**config.mk**
```make
export PLATFORM = sky130hd
export DESIGN_NAME = ysyx_23060184_ifu_prefetch
export DESIGN_NICKNAME = d
export VERILOG_FILES = /design/src/rtl/ysyx_23060184_pkg.sv /design/src/rtl/ysyx_23060184_sync_fifo.sv /design/src/rtl/ysyx_23060184_ifu_prefetch.sv
export SDC_FILE = /design/constraint.sdc
export NUM_CORES = 1
export LEC_CHECK = 0
export ABC_CLOCK_PERIOD_IN_PS = 7500
export BUFFER_PORTS_ARGS = -buffer_cell sky130_fd_sc_hd__buf_2
export CELL_PAD_IN_SITES_DETAIL_PLACEMENT = 2
export CELL_PAD_IN_SITES_GLOBAL_PLACEMENT = 2
export CORE_ASPECT_RATIO = 0.7
export CORE_UTILIZATION = 35
export DETAILED_ROUTE_END_ITERATION = 6
export PLACE_DENSITY_LB_ADDON = 0.12
export SLEW_MARGIN = 5
export SYNTH_ARGS = -nofsm -noshare
export SYNTH_HDL_FRONTEND = slang
export SYNTH_SLANG_ARGS = --single-unit
```
**constraint.sdc**
```tcl
create_clock -name clk -period 7.5 [get_ports clk]
set_input_delay 1.125 -clock clk [delete_from_list [all_inputs] [get_ports clk]]
set_output_delay 1.125 -clock clk [all_outputs]
set_load 0.05 [all_outputs]
```
**src/rtl/ysyx_23060184_pkg.sv**
```systemverilog
// rtl/ysyx_23060184_pkg.sv - shared IFU fetch states and bus response constants
package ysyx_23060184_pkg;

   localparam int ACERR_WIDTH = 2;
   localparam logic [ACERR_WIDTH-1:0] RESP_OKAY = '0;

   typedef enum logic [1:0] {
      IFU_IDLE  = 2'd0,
      IFU_AR    = 2'd1,
      IFU_R     = 2'd2,
      IFU_DRAIN = 2'd3
   } ifu_state_e;

endpackage

```
**src/rtl/ysyx_23060184_sync_fifo.sv**
```systemverilog
// rtl/ysyx_23060184_sync_fifo.sv - synchronous FIFO with flush and combinational head
module ysyx_23060184_sync_fifo #(
   parameter int WIDTH = 32,
   parameter int DEPTH = 4
) (
   input  logic                     clk,
   input  logic                     rst,
   input  logic                     flush_i,
   input  logic                     push_i,
   input  logic [WIDTH-1:0]         wdata_i,
   input  logic                     pop_i,
   output logic [WIDTH-1:0]         rdata_o,
   output logic                     empty_o,
   output logic                     full_o,
   output logic [$clog2(DEPTH):0]   count_o
);

   localparam int AW = $clog2(DEPTH);

   logic [WIDTH-1:0] mem_q [DEPTH];
   logic [AW:0]      wr_ptr_q, wr_ptr_d;
   logic [AW:0]      rd_ptr_q, rd_ptr_d;
   logic             do_push, do_pop;

   assign empty_o = (wr_ptr_q == rd_ptr_q);
   assign full_o  = (wr_ptr_q[AW] != rd_ptr_q[AW]) &&
                    (wr_ptr_q[AW-1:0] == rd_ptr_q[AW-1:0]);
   assign count_o = wr_ptr_q - rd_ptr_q;
   assign rdata_o = mem_q[rd_ptr_q[AW-1:0]];

   // A pop on a full FIFO frees the slot the simultaneous push lands in.
   assign do_pop  = pop_i && !empty_o;
   assign do_push = push_i && (!full_o || do_pop);

   always_comb begin
      wr_ptr_d = wr_ptr_q;
      rd_ptr_d = rd_ptr_q;
      if (flush_i) begin
         wr_ptr_d = '0;
         rd_ptr_d = '0;
      end else begin
         if (do_push) wr_ptr_d = wr_ptr_q + 1'b1;
         if (do_pop)  rd_ptr_d = rd_ptr_q + 1'b1;
      end
   end

   always_ff @(posedge clk or posedge rst) begin
      if (rst) begin
         wr_ptr_q <= '0;
         rd_ptr_q <= '0;
      end else begin
         wr_ptr_q <= wr_ptr_d;
         rd_ptr_q <= rd_ptr_d;
      end
   end

   always_ff @(posedge clk) begin
      if (do_push && !flush_i) mem_q[wr_ptr_q[AW-1:0]] <= wdata_i;
   end

endmodule

```
**src/rtl/ysyx_23060184_ifu_prefetch.sv**
```systemverilog
// rtl/ysyx_23060184_ifu_prefetch.sv - instruction prefetcher; YSYX_IFU_ACCESS_FAULT_EN enables fault reporting
module ysyx_23060184_ifu_prefetch
   import ysyx_23060184_pkg::*;
#(
   parameter int                    DATA_WIDTH = 32,
   parameter int                    FIFO_DEPTH = 4,
   parameter logic [DATA_WIDTH-1:0] RESET_PC   = 32'h8000_0000
) (
   input  logic                    clk,
   input  logic                    rst,
   input  logic                    redirect_valid,
   input  logic [DATA_WIDTH-1:0]   redirect_pc,
   output logic                    irequest,
   input  logic                    grant,
   output logic [DATA_WIDTH-1:0]   araddr,
   output logic                    arvalid,
   input  logic                    arready,
   input  logic [DATA_WIDTH-1:0]   rdata,
   input  logic [ACERR_WIDTH-1:0]  rresp,
   input  logic                    rvalid,
   output logic                    rready,
   output logic                    inst_valid,
   input  logic                    inst_ready,
   output logic [DATA_WIDTH-1:0]   inst,
   output logic [DATA_WIDTH-1:0]   inst_pc,
   output logic                    inst_fault
);

   localparam int CW = $clog2(FIFO_DEPTH) + 1;
   localparam int EW = 2 * DATA_WIDTH + 1;

   ifu_state_e            state_q;
   logic [DATA_WIDTH-1:0] fetch_pc_q;
   logic [DATA_WIDTH-1:0] ar_addr_q;
   logic                  irequest_q, rready_q, drain_q, halt_q;

   logic [CW-1:0]         fifo_count;
   logic                  fifo_empty, unused_fifo_full;
   logic                  push, pop, outstanding, credit, beat_fault;
   logic [DATA_WIDTH-1:0] push_inst;
   logic [EW-1:0]         push_entry, head_entry;

`ifdef YSYX_IFU_ACCESS_FAULT_EN
   assign beat_fault = (rresp != RESP_OKAY);
`else
   logic unused_rresp;
   assign unused_rresp = ^rresp;
   assign beat_fault   = 1'b0;
`endif

   // A read already past IDLE reserves a slot unless its beat will be dropped.
   assign outstanding = ((state_q == IFU_AR) && !drain_q) || (state_q == IFU_R);
   assign credit      = (fifo_count + CW'(outstanding)) < CW'(FIFO_DEPTH);

   assign push       = (state_q == IFU_R) && rvalid && !redirect_valid;
   assign pop        = !fifo_empty && inst_ready;
   assign push_inst  = beat_fault ? '0 : rdata;
   assign push_entry = {push_inst, ar_addr_q, beat_fault};

   ysyx_23060184_sync_fifo #(
      .WIDTH (EW),
      .DEPTH (FIFO_DEPTH)
   ) u_fifo (
      .clk     (clk),
      .rst     (rst),
      .flush_i (redirect_valid),
      .push_i  (push),
      .wdata_i (push_entry),
      .pop_i   (pop),
      .rdata_o (head_entry),
      .empty_o (fifo_empty),
      .full_o  (unused_fifo_full),
      .count_o (fifo_count)
   );

   assign irequest   = irequest_q;
   assign arvalid    = irequest_q && grant;
   assign araddr     = ar_addr_q;
   assign rready     = rready_q;
   assign inst_valid = !fifo_empty;
   assign inst       = head_entry[EW-1 -: DATA_WIDTH];
   assign inst_pc    = head_entry[DATA_WIDTH:1];
   assign inst_fault = !fifo_empty && head_entry[0];

   always_ff @(posedge clk or posedge rst) begin
      if (rst) begin
         state_q    <= IFU_IDLE;
         fetch_pc_q <= RESET_PC;
         ar_addr_q  <= RESET_PC;
         irequest_q <= 1'b0;
         rready_q   <= 1'b0;
         drain_q    <= 1'b0;
         halt_q     <= 1'b0;
      end else begin
         if (redirect_valid) begin
            fetch_pc_q <= redirect_pc;
            halt_q     <= 1'b0;
         end
         case (state_q)
            IFU_IDLE: begin
               if (!redirect_valid && credit && !halt_q) begin
                  state_q    <= IFU_AR;
                  irequest_q <= 1'b1;
                  ar_addr_q  <= fetch_pc_q;
               end
            end
            IFU_AR: begin
               // The address phase always completes; a redirect only marks the beat for dropping.
               if (redirect_valid) drain_q <= 1'b1;
               if (irequest_q && grant && arready) begin
                  irequest_q <= 1'b0;
                  rready_q   <= 1'b1;
                  drain_q    <= 1'b0;
                  state_q    <= (drain_q || redirect_valid) ? IFU_DRAIN : IFU_R;
               end
            end
            IFU_R: begin
               if (rvalid) begin
                  rready_q <= 1'b0;
                  state_q  <= IFU_IDLE;
                  if (!redirect_valid) begin
                     fetch_pc_q <= fetch_pc_q + DATA_WIDTH'(4);
                     halt_q     <= beat_fault;
                  end
               end else if (redirect_valid) begin
                  state_q <= IFU_DRAIN;
               end
            end
            IFU_DRAIN: begin
               if (rvalid) begin
                  rready_q <= 1'b0;
                  state_q  <= IFU_IDLE;
               end
            end
            default: state_q <= IFU_IDLE;
         endcase
      end
   end

endmodule

```
; Word level (Yosys, flattened, before mapping)
; Memory sizes are Yosys's and may differ from the RTL's.
; Cells that the tools add are included.
[word_totals]
reg_bits = 76
ramBits = 256
out_inout_bits = 101
word_cells = 89
mem_count = 1
[op_classes]
addsub = 5
order_cmp = 1
eq_ne = 11
mux = 29
n_reduce_logical = 33
[memory_table]
columns = name, depth, word_bits, rd, rd_ports_with_merged_regs, wr, line_no
row1 = u_fifo.mem_q, 4, 64, 1, 0, 1, ysyx_23060184_sync_fifo.sv:20  ; logic [WIDTH-1:0] mem_q [DEPTH];
[op_table]
columns = op, count
row1 = 2-to-1 mux 32 bit, 4
row2 = adder 32 x 3 -> 32 bit (second input constant), 1
row3 = 2-to-1 mux 1 bit, 13
row4 = logical AND 1 bit, 12
row5 = 2-to-1 mux 3 bit, 4
row6 = 2-to-1 mux 2 bit, 5
row7 = nonzero test 2 bit, 5
row8 = one-hot mux 2 bit (4 select lines), 1
row9 = adder 3 x 1 -> 3 bit (second input constant), 2
row10 = AND reduction 3 bit, 2
row11 = zero test 1 bit, 5
row12 = == test 2 bit (second input constant), 2
row13 = != test 2 x 1 -> 1 bit (second input constant), 2
row14 = != test 2 bit (second input constant), 2
row15 = one-hot mux 1 bit (2 select lines), 2
row16 = AND reduction 2 bit, 2
row17 = AND reduction 4 bit, 1
row18 = adder 3 x 1 -> 3 bit, 1
row19 = == test 3 bit, 1
row20 = logical OR 1 bit, 3
row21 = < comparator 3 bit (second input constant), 1
row22 = != test 3 bit (second input constant), 1
row23 = subtractor 3 bit, 1
row24 = == test 2 x 1 -> 1 bit (second input constant), 1
row25 = other kinds (5), 5

; Logic depth before layout (Yosys ltp)
; Gate-level depths: netlist of the first run.
[depth]
ltp_word = 9
mapped_depth = 11
mapped_depth_nobuf = 9

; Hierarchy
; Synthesis of the first run repeated with hierarchy kept, for this count alone.
[hier_totals]
hier_cells = 704
area_unflattened_um2 = 13193.9
[by_module_without_submodules]
columns = mod, n_inst, cells_each, area_per_inst_um2, seq_area_each_um2
row1 = ysyx_23060184_sync_fifo, 1, 394, 9857.0, 7957.6
row2 = ysyx_23060184_ifu_prefetch, 1, 310, 3337.0, 1754.2

; Worst setup path after synthesis of the first run
; No wires, ideal clock.
[synth_path]
path_kind = input port to flip-flop
startpoint = in redirect_valid
endpoint = mem u_fifo.mem_q[3][0] in the netlist's numbering (enable)
t_arrival_ps = 3420
required_time_ps = 7070
setup_slack_ps = 3649
stages = 4
path_cell_list = clkbuf_1 and4bb_2 o31a_1 and2_1
[synth_between]
elab_chain_cells = 6
[synth_rtl]
columns = element, line_no
row1 = "start, declared", ysyx_23060184_ifu_prefetch.sv:11  ; input logic redirect_valid,
row2 = zero test 1 bit *, "ysyx_23060184_sync_fifo.sv:58, ysyx_23060184_ifu_prefetch.sv:55"
row3 = logical AND 1 bit, ysyx_23060184_ifu_prefetch.sv:55  ; assign push = (state_q == IFU_R) && rvalid && !redirect_valid;
row4 = logical AND 1 bit, ysyx_23060184_sync_fifo.sv:33  ; assign do_push = push_i && (!full_o || do_pop);
row5 = logical AND 1 bit *, ysyx_23060184_sync_fifo.sv:58  ; if (do_push && !flush_i) mem_q[wr_ptr_q[AW-1:0]] <= wdata_i;
row6 = 2-to-1 mux 1 bit *, ysyx_23060184_sync_fifo.sv:58
row7 = 2-to-1 mux 1 bit (implied by the code) *, ysyx_23060184_sync_fifo.sv:58
row8 = "end, declared", ysyx_23060184_sync_fifo.sv:20
; Mark *: on every way between the ends. The rest lies on a longest branch, timed or not.

; Worst setup path after layout of the first run
[layout_path]
startpoint = reg u_fifo.rd_ptr_q[0]
endpoint = out inst_pc[0]
[layout_between]
elab_chain_cells = 1
[layout_rtl]
columns = element, line_no
row1 = "start, declared", ysyx_23060184_sync_fifo.sv:22  ; logic [AW:0] rd_ptr_q, rd_ptr_d;
row2 = "start signal, assigned", ysyx_23060184_sync_fifo.sv:53  ; rd_ptr_q <= rd_ptr_d;
row3 = memory read (4 x 64 bit), --
row4 = "end, declared", ysyx_23060184_ifu_prefetch.sv:25  ; output logic [DATA_WIDTH-1:0] inst_pc,
; Every way passes these cells.

==> results of run 1 <==
==> stage by stage <==
stage                     power [mW]  instances  cell area, sq um  setup slack [ps]
after floorplan                 2.94        671             12900              3650
after global placement          3.18       1296             14300              3560
after detailed placement        3.21       1296             14300              3500
after CTS                       5.03       1359             15500              3170
after global routing            5.14       1359             15500              3010
final                           4.95       1359             15500              3290
==> critical path: stages (launching register included) <==
cell     delay (ps)
dfrtp_4         920
buf_4           710
mux4_2          610
buf_2           240
==> metal layers <==
metal  vias to the layer above  GRT usage, %
li1                       3031             -
met1                      3626          23.3
met5                         -             0
met2                       114          28.8
met3                        29          3.55
met4                         0          3.61
==> power groups by stage <==
stage	registers, mW	clock network (mW)	logic (mW)
2_1_floorplan	2.65	0	0.286
3_5_place_dp	2.42	0	0.791
6_report	2.38	1.79	0.779
4_1_cts	2.39	1.85	0.794
5_1_grt	2.41	1.91	0.822
3_3_place_gp	2.40	0	0.775
==> synthesized netlist by cell type, drive strengths merged <==
master	count	share of area [%]
edfxtp	256	60
or4	2	0.17
mux4	64	11
and4	3	0.20
nor4bb	1	0.078
nand3	17	0.70
xor2	16	1.1
inv	8	0.23
nor3	3	0.12
nor4	8	0.39
nand2b	1	0.049
nand2	40	1.2
conb	1	0.029
nand3b	1	0.16
a221oi	1	0.068
mux2	35	3.1
nand4	13	0.63
a311oi	1	0.068
o31ai	1	0.058
o21a	1	0.058
nor3b	2	0.12
nor2	10	0.29
and2	5	0.24
and3	8	0.40
mux2i	9	0.70
clkbuf	17	0.49
nor2b	2	0.097
o31a	1	0.068
buf	13	0.55
dfrtp	74	14
and4bb	1	0.097
a21oi	4	0.16
dfstp	2	0.41
o21ai	26	1.0
a211oi	1	0.058
xnor2	14	0.95
ha	9	0.87
==> cells by family after synthesis <==
group	synth area share, %
compound gates	1.57
buf+inv	1.28
fa+ha+maj	0.873
mux	14.9
flops	74.4
xor+xnor	2.04
other cells	0.0291
simple gates	4.92
==> worst max path at each step <==
stage | to | cells after the start | slack (ps)
floorplan | u_fifo.mem_q[3][0] | 4 | 3650
global placement | u_fifo.mem_q[3][35] | 6 | 3560
detailed placement | u_fifo.mem_q[3][37] | 6 | 3500
CTS | inst_pc[0] | 3 | 3170
global route | inst_pc[0] | 3 | 3010
finish | inst_pc[0] | 3 | 3290
==> registers in the layout, indices dropped and copies added, names as in the netlist <==
register         count
araddr              32
fetch_pc_q          32
state_q              2
drain_q              1
u_fifo.rd_ptr_q      3
rready               1
irequest             1
u_fifo.mem_q       256
u_fifo.wr_ptr_q      3
halt_q               1
==> final cells by class <==
cell class,count,area share [%]
flip-flops and latches,332,62.1
clock buffers,48,6.39
multi-input cells,301,20.4
well taps,480,3.89
clock inverters,15,1.26
inverters,8,0.202
repair buffers,175,5.75
==> results_dict.tcl, run 1 <==
set metrics [dict create \
    status "finished clean" \
    p_int_mw 3.52 \
    clock.fmax_ghz 0.237 \
    wl_per_cell_microns 23.0 \
    grt_max_degree 71 \
    wl_met1_mm 14.0 \
    htreeDepth 2 \
    worstPathMaxFanout 35 \
    combPwrFrac_pct 15.7 \
    pwr-share-clk_pct 36.2 \
    clock_sinks 332 \
    holdPathStages 2 \
    yosysSeqAreaShare_pct 74.4 \
    p_switching_mw 1.44 \
    syn_nets 753 \
    worstReg2RegStart "u_fifo.rd_ptr_q[0]" \
    start_util_pct 35.8 \
    timing.final.crit_share_pct 56.2 \
    clock_latency_ps 510 \
    seq_power_share_pct 48.1 \
    grt_setup_unrepaired "false" \
    layout_common_cells "edfxtp_1 (256), buf_2 (170), dfrtp_1 (72), mux4_2 (64), nand2_1 (39)" \
    portBuffers 170 \
    wl_met2_mm 15.6 \
    antenna_found_initial 0 \
    drive_gt1_share_pct 38.9 \
    min_from "irequest" \
    firstDrtPassIters 4 \
    wl_met3_mm 1.30 \
    worst_pin_slew_ps 1130 \
    multi_input_area_sq_um 3160 \
    sw_frac_of_total_pct 29.1 \
    clkTransAtPathRegs_ps 60 \
    setup_viol 0 \
    fin_skew_ps 15.1 \
    crit_start "u_fifo.rd_ptr_q[0]" \
    hold_class "reg2reg" \
    period_minus_slack_ps 4210 \
    ctsResizeCount 0 \
    whs_ps 505 \
    leakagePower_nw 5.54 \
    vias_per_cell 5.00 \
    nFillCells 3385 \
    holdBufCountCts 0 \
    dp_hpwl_mm 19.3 \
    crit_path_start_kind "flop" \
    cts_tree "done" \
    grt_pass1_wl_mm 48.3 \
    drc_errors 0 \
    cts-root-buf "clkbuf_16" \
    cap_violations 0 \
    peakVddDrop_mv 0.159 \
    grt_usage_pct 17.2 \
    row_count 58 \
    tns_ps 0 \
    rrSetupSlack_ps 3710 \
    ys_seq_elements 332 \
    cts_setup_buffers 0 \
    fp.dieArea_sq_um 37600 \
    ant_nets 0 \
    cts_made_buffers 35 \
    synth.distinct_cells 44 \
    hold_end "irequest" \
    nets 935 \
    diodes 0 \
    area_growth_pct 19.8 \
    seq_area_sq_um 9600 \
    clock_path_buffers 3 \
    drt_iter0_markers 369 \
    wirelength_mm 31.3 \
    layout_commonest_cell "edfxtp_1" \
    cp.required_ps 6380 \
    power_density_nw_per_um2 321 \
    slew_viol_final 0 \
    slew_headroom_pct 24.7 \
    topRoutingLayerUsed "met4" \
    grt_pass1_vias 7689 \
    reg2regPathDepth 8 \
    yosys_warnings 0 \
    syn_avg_cell_area_sq_um 19.2 \
    endpoint_kind "primary output" \
    die_h_microns 163 \
    io_pins 174 \
    syn_inst 671 \
    final-hold-violation-count 0 \
    arrival_ps 3090 \
    grt_overflow 0 \
    post-route-util_pct 42.9 \
    via_count 6800 \
    worstSetupPathType "reg2out" \
    synth_area_sq_um 12900 \
    r2r_end "araddr[19]" \
    core-area_sq_um 36100 \
    fp.dieW_microns 231 \
    gp_congestion 0.724 \
]
No activity file was read; power rests on OpenSTA's default activity.
==> run 2: changes to the inputs <==
Settings changed: ABC_CLOCK_PERIOD_IN_PS 7500 to 3800.
Clock period 7.5 ns to 3.8 ns, I/O delays scaled along.
==> run 2 against run 1 <==
Net effect:
- register-to-register slack worse by 2900 ps
- non-clock buffer count up 10
- clock skew up 2.9 ps
- routed wire length up 1.8%
- critical path depth up 1
- sequential power up 97%
- final area up 1.0%
- critical path type unchanged
- critical endpoint is now inst[25]
- largest cell class unchanged
- highest routed layer unchanged
==> results_dict.tcl, run 2 (same netlist as run 1, synthesis figures left out) <==
set metrics [dict create \
    dp_hpwl_mm 20.9 \
    cap_violations 0 \
    htreeDepth 2 \
    p_total_mw 9.77 \
    core-area_sq_um 36100 \
    wirelength_mm 31.8 \
    worstPathMaxFanout 42 \
    clock.fmax_ghz 0.309 \
    cts-root-buf "clkbuf_16" \
    worst_pin_slew_ps 817 \
    nets 946 \
    final-hold-violation-count 0 \
    drc_errors 0 \
    ant_nets 0 \
    grt_overflow 0 \
    fin_skew_ps 18.1 \
    clock_sinks 332 \
    via_count 6890 \
    cp_top_family "buffers and inverters" \
    largest_reg_flops 256 \
    wl_per_cell_microns 23.2 \
    worstSetupPathType "reg2out" \
    cp_num_buf_inv 3 \
    clock_latency_ps 520 \
    firstDrtPassIters 4 \
    cts_made_buffers 36 \
    cp.required_ps 3230 \
    timing.final.crit_share_pct 85.0 \
    crit_top_cell "buf_4" \
    tns_ps 0 \
    fp.dieW_microns 231 \
    slew_headroom_pct 45.0 \
    path_cells "buf_4 > buf_4 > mux4_2 > buf_2" \
    gp_congestion 0.728 \
    crit_path_top_delay_cell "buf_4" \
    grt_usage_pct 17.5 \
    slew_viol_final 0 \
    cts_setup_buffers 0 \
    cts_tree "done" \
    grt_pass1_vias 7708 \
    power_density_nw_per_um2 626 \
    nFillCells 3370 \
    peakVddDrop_mv 0.388 \
    layout_common_cells "edfxtp_1 (256), buf_2 (170), dfrtp_1 (72), mux4_2 (64), nand2_1 (39)" \
    crit_path_start_kind "flop" \
    grt_setup_unrepaired "false" \
    fp.dieArea_sq_um 37600 \
    drive_gt1_share_pct 40.1 \
    hold_class "in2async" \
    arrival_ps 2660 \
    drt_iter0_markers 295 \
    grt_pass1_wl_mm 48.9 \
    clock_path_buffers 3 \
    period_minus_slack_ps 3230 \
    start_util_pct 35.8 \
    vias_per_cell 5.03 \
    clkTransAtPathRegs_ps 60 \
    portBuffers 170 \
    antenna_found_initial 0 \
    status "finished clean" \
    layout_commonest_cell "edfxtp_1" \
    critical_path.max_stage_delay_ps 590 \
    endpoint_kind "primary output" \
    setup_viol 0 \
    ctsResizeCount 0 \
    row_count 58 \
    io_pins 174 \
    leakagePower_nw 5.61 \
    grt_max_degree 70 \
    holdBufCountCts 0 \
    area_growth_pct 21.1 \
    diodes 0 \
    die_h_microns 163 \
]
[run 2: cell count changes in the layout (fill, tap and decap cells not counted), sizes merged]
cell      change
bufinv        -1
clkinvlp      +2
clkbuf        -3
clkinv        +2
buf          +10
inv           +1
[run 2: per-stage QoR]
| stage | instances | setup WS, ps | hold slack [ps] | utilization, % | instance area [sq um] |
|---|---|---|---|---|---|
| floorplan | 671 | 107 | 455 | - | 12900 |
| global placement | 1306 | 909 | 484 | 40.0 | 14400 |
| detailed placement | 1306 | 802 | 487 | 40.0 | 14400 |
| CTS | 1370 | 491 | 21.2 | 43.3 | 15600 |
| global route | 1370 | 428 | 36.2 | 43.3 | 15600 |
| finish | 1370 | 569 | 31.9 | 43.3 | 15600 |
[run 2: routing by layer]
layer	share of wire [%]	global-route usage, %	vias to the layer above
li1	-	-	3052
met1	45	23.7	3663
met2	50	29.1	132
met3	4.2	3.26	43
met4	1.6	4.30	0
met5	0	0	-
[run 2: layout make-up]
cell class / instances / area [sq um] / area share (%)
Sequential cell: 332 / 9600 / 61.5
Multi-Input combinational cell: 301 / 3160 / 20.2
Timing Repair Buffer: 185 / 1040 / 6.65
Clock buffer: 45 / 977 / 6.26
Tap cell: 480 / 601 / 3.85
Clock inverter: 19 / 213 / 1.36
Inverter: 8 / 31.3 / 0.200
[run 2: power by group]
part           switching, mW  total (mW)  internal (mW)
registers              0.359        4.70           4.34
logic                   1.12        1.56          0.446
clock network           1.40        3.51           2.11
total                   2.88        9.77           6.89
[run 2: final timing paths]
kind                       cells after the start  slack, ps          startpoint             endpoint
max                                            4        570  u_fifo.rd_ptr_q[1]             inst[25]
min                                            2         30                 rst       fetch_pc_q[10]
max reg2reg                                    9        840  u_fifo.rd_ptr_q[1]           araddr[15]
min reg2reg                                    1        500      fetch_pc_q[29]       fetch_pc_q[29]
max in group asynchronous                      3       2830                 rst           araddr[28]
min in group clk                               1        270           rdata[21]  u_fifo.mem_q[0][53]
[run 2: worst reg2reg max path: stages (launching register included)]
cell      delay (ps)
dfrtp_4          480
inv_1             70
ha_1             260
ha_1             310
nor4bb_1         140
a311oi_1         340
xnor2_1          220
nand3_2          390
buf_12           320
mux2_2           310
==> run 3: changes to the inputs <==
Settings changed: CORE_UTILIZATION 35 to 39.
==> run 3 against run 2 <==
Net effect:
- first-iteration DRC count is 3.1% higher
- count of clock-buffer cells in the layout did not move
- die area shrank 10%
- global-route usage increased by 2.0 points
- final area down 0.34%
- sequential power hardly changed
- final cell count down 3.4%
- power is 0.58% higher
- critical endpoint is now inst_pc[30]
==> results_dict.tcl, run 3 (same netlist as run 1, synthesis figures left out) <==
set metrics [dict create \
    grt_usage_pct 19.5 \
    period_minus_slack_ps 3050 \
    worstSetupPathType "reg2out" \
    finalInstanceArea_sq_um 15600 \
    start_util_pct 39.8 \
    drt_iter0_markers 304 \
    worst_pin_slew_ps 1080 \
    via_count 6835 \
    gp_congestion 0.704 \
    endpoint_kind "primary output" \
    portBuffers 170 \
    layout_common_cells "edfxtp_1 (256), buf_2 (170), dfrtp_1 (72), mux4_2 (64), nand2_1 (39)" \
    vias_per_cell 5.17 \
    clock_sinks 332 \
    status "finished clean" \
    clock_path_buffers 3 \
    htreeDepth 2 \
    grt_pass1_vias 7833 \
    fp.dieArea_sq_um 33800 \
    fp.dieW_microns 219 \
    ant_nets 0 \
    slew_headroom_pct 27.8 \
    area_growth_pct 20.7 \
    clock_latency_ps 530 \
    tns_ps 0 \
    drive_gt1_share_pct 40.0 \
    peakVddDrop_mv 0.404 \
    nets 948 \
    timing.final.crit_share_pct 80.3 \
    clock.fmax_ghz 0.328 \
    antenna_found_initial 3 \
    worstPathMaxFanout 66 \
    grt_overflow 0 \
    crit_path_start_kind "flop" \
    final-hold-violation-count 0 \
    wirelength_mm 31.6 \
    row_count 55 \
    clkTransAtPathRegs_ps 60 \
    ctsResizeCount 0 \
    setup_viol 0 \
    largest_reg_flops 256 \
    drc_errors 0 \
    cts_made_buffers 36 \
    layout_commonest_cell "edfxtp_1" \
    cts-root-buf "clkbuf_16" \
    cp.required_ps 3230 \
    grt_setup_unrepaired "false" \
    dp_hpwl_mm 20.3 \
    arrival_ps 2480 \
    power_density_nw_per_um2 632 \
    leakagePower_nw 5.60 \
    cts_tree "done" \
    cts_setup_buffers 0 \
    slew_viol_final 0 \
    grt_max_degree 70 \
    place_area_sq_um 14300 \
    grt_pass1_wl_mm 48.7 \
    layoutNonFillerInstCount 1323 \
    wl_per_cell_microns 23.9 \
    io_pins 174 \
    holdBufCountCts 0 \
    placed_cells 1255 \
    firstDrtPassIters 4 \
    core-area_sq_um 32400 \
    cap_violations 0 \
    hold_class "in2async" \
    die_h_microns 154 \
    fin_skew_ps 22.2 \
]
[run 3: cell count changes in the layout (fill, tap and decap cells not counted), sizes merged]
cell | before | now
buf | 185 | 187
clkinvlp | 2 | 6
clkinv | 13 | 12
diode | 0 | 2
inv | 8 | 7
[run 3: worst max-delay path: stages (launching register included)]
cell     delay (ps)
dfrtp_4         400
buf_4           810
mux4_2          460
buf_2           240
[run 3: final cells by class]
type / count / area, sq um
Fill cell: 2989 / 16800
Inverter: 8 / 31.3
Clock inverter: 21 / 223
Tap cell: 427 / 534
Timing Repair Buffer: 187 / 1020
Clock buffer: 45 / 997
Multi-Input combinational cell: 301 / 3160
Antenna cell: 2 / 5.00
Sequential cell: 332 / 9600
[run 3: power by group]
part / switching [mW] / total [mW] / leakage [nW] / internal (mW)
combinational: 1.12 / 1.56 / 1.79 / 0.443
clock: 1.44 / 3.58 / 0.576 / 2.14
sequential: 0.348 / 4.69 / 3.24 / 4.34
[run 3: per-layer routing]
layer / GRT usage [%] / share of wire (%) / vias up
met5: 0 / 0 / -
met1: 26.3 / 44 / 3589
li1: - / - / 3050
met3: 4.11 / 5.2 / 36
met2: 32.1 / 49 / 160
met4: 4.93 / 1.8 / 0
[run 3: worst paths after layout]
check	slack [ps]	start	to	depth (start not counted)
setup / recovery	750	u_fifo.rd_ptr_q[1]	inst_pc[30]	3
hold / removal	200	rst	rready	2
setup reg to reg	1130	u_fifo.rd_ptr_q[1]	araddr[25]	9
hold reg to reg	500	rready	rready	1
max in group asynchronous	2760	rst	fetch_pc_q[31]	3
min in group clk	250	redirect_pc[5]	fetch_pc_q[5]	3
[run 3: metrics by stage]
stage	worst slack [ps]	utilization [%]	total power, mW	hold WS, ps
4_1_cts	670	48.0	9.97	224
5_1_grt	597	48.0	10.2	236
2_1_floorplan	107	-	5.80	455
3_5_place_dp	1040	44.2	6.34	492
6_report	747	48.0	9.83	199
3_3_place_gp	1090	44.2	6.26	480
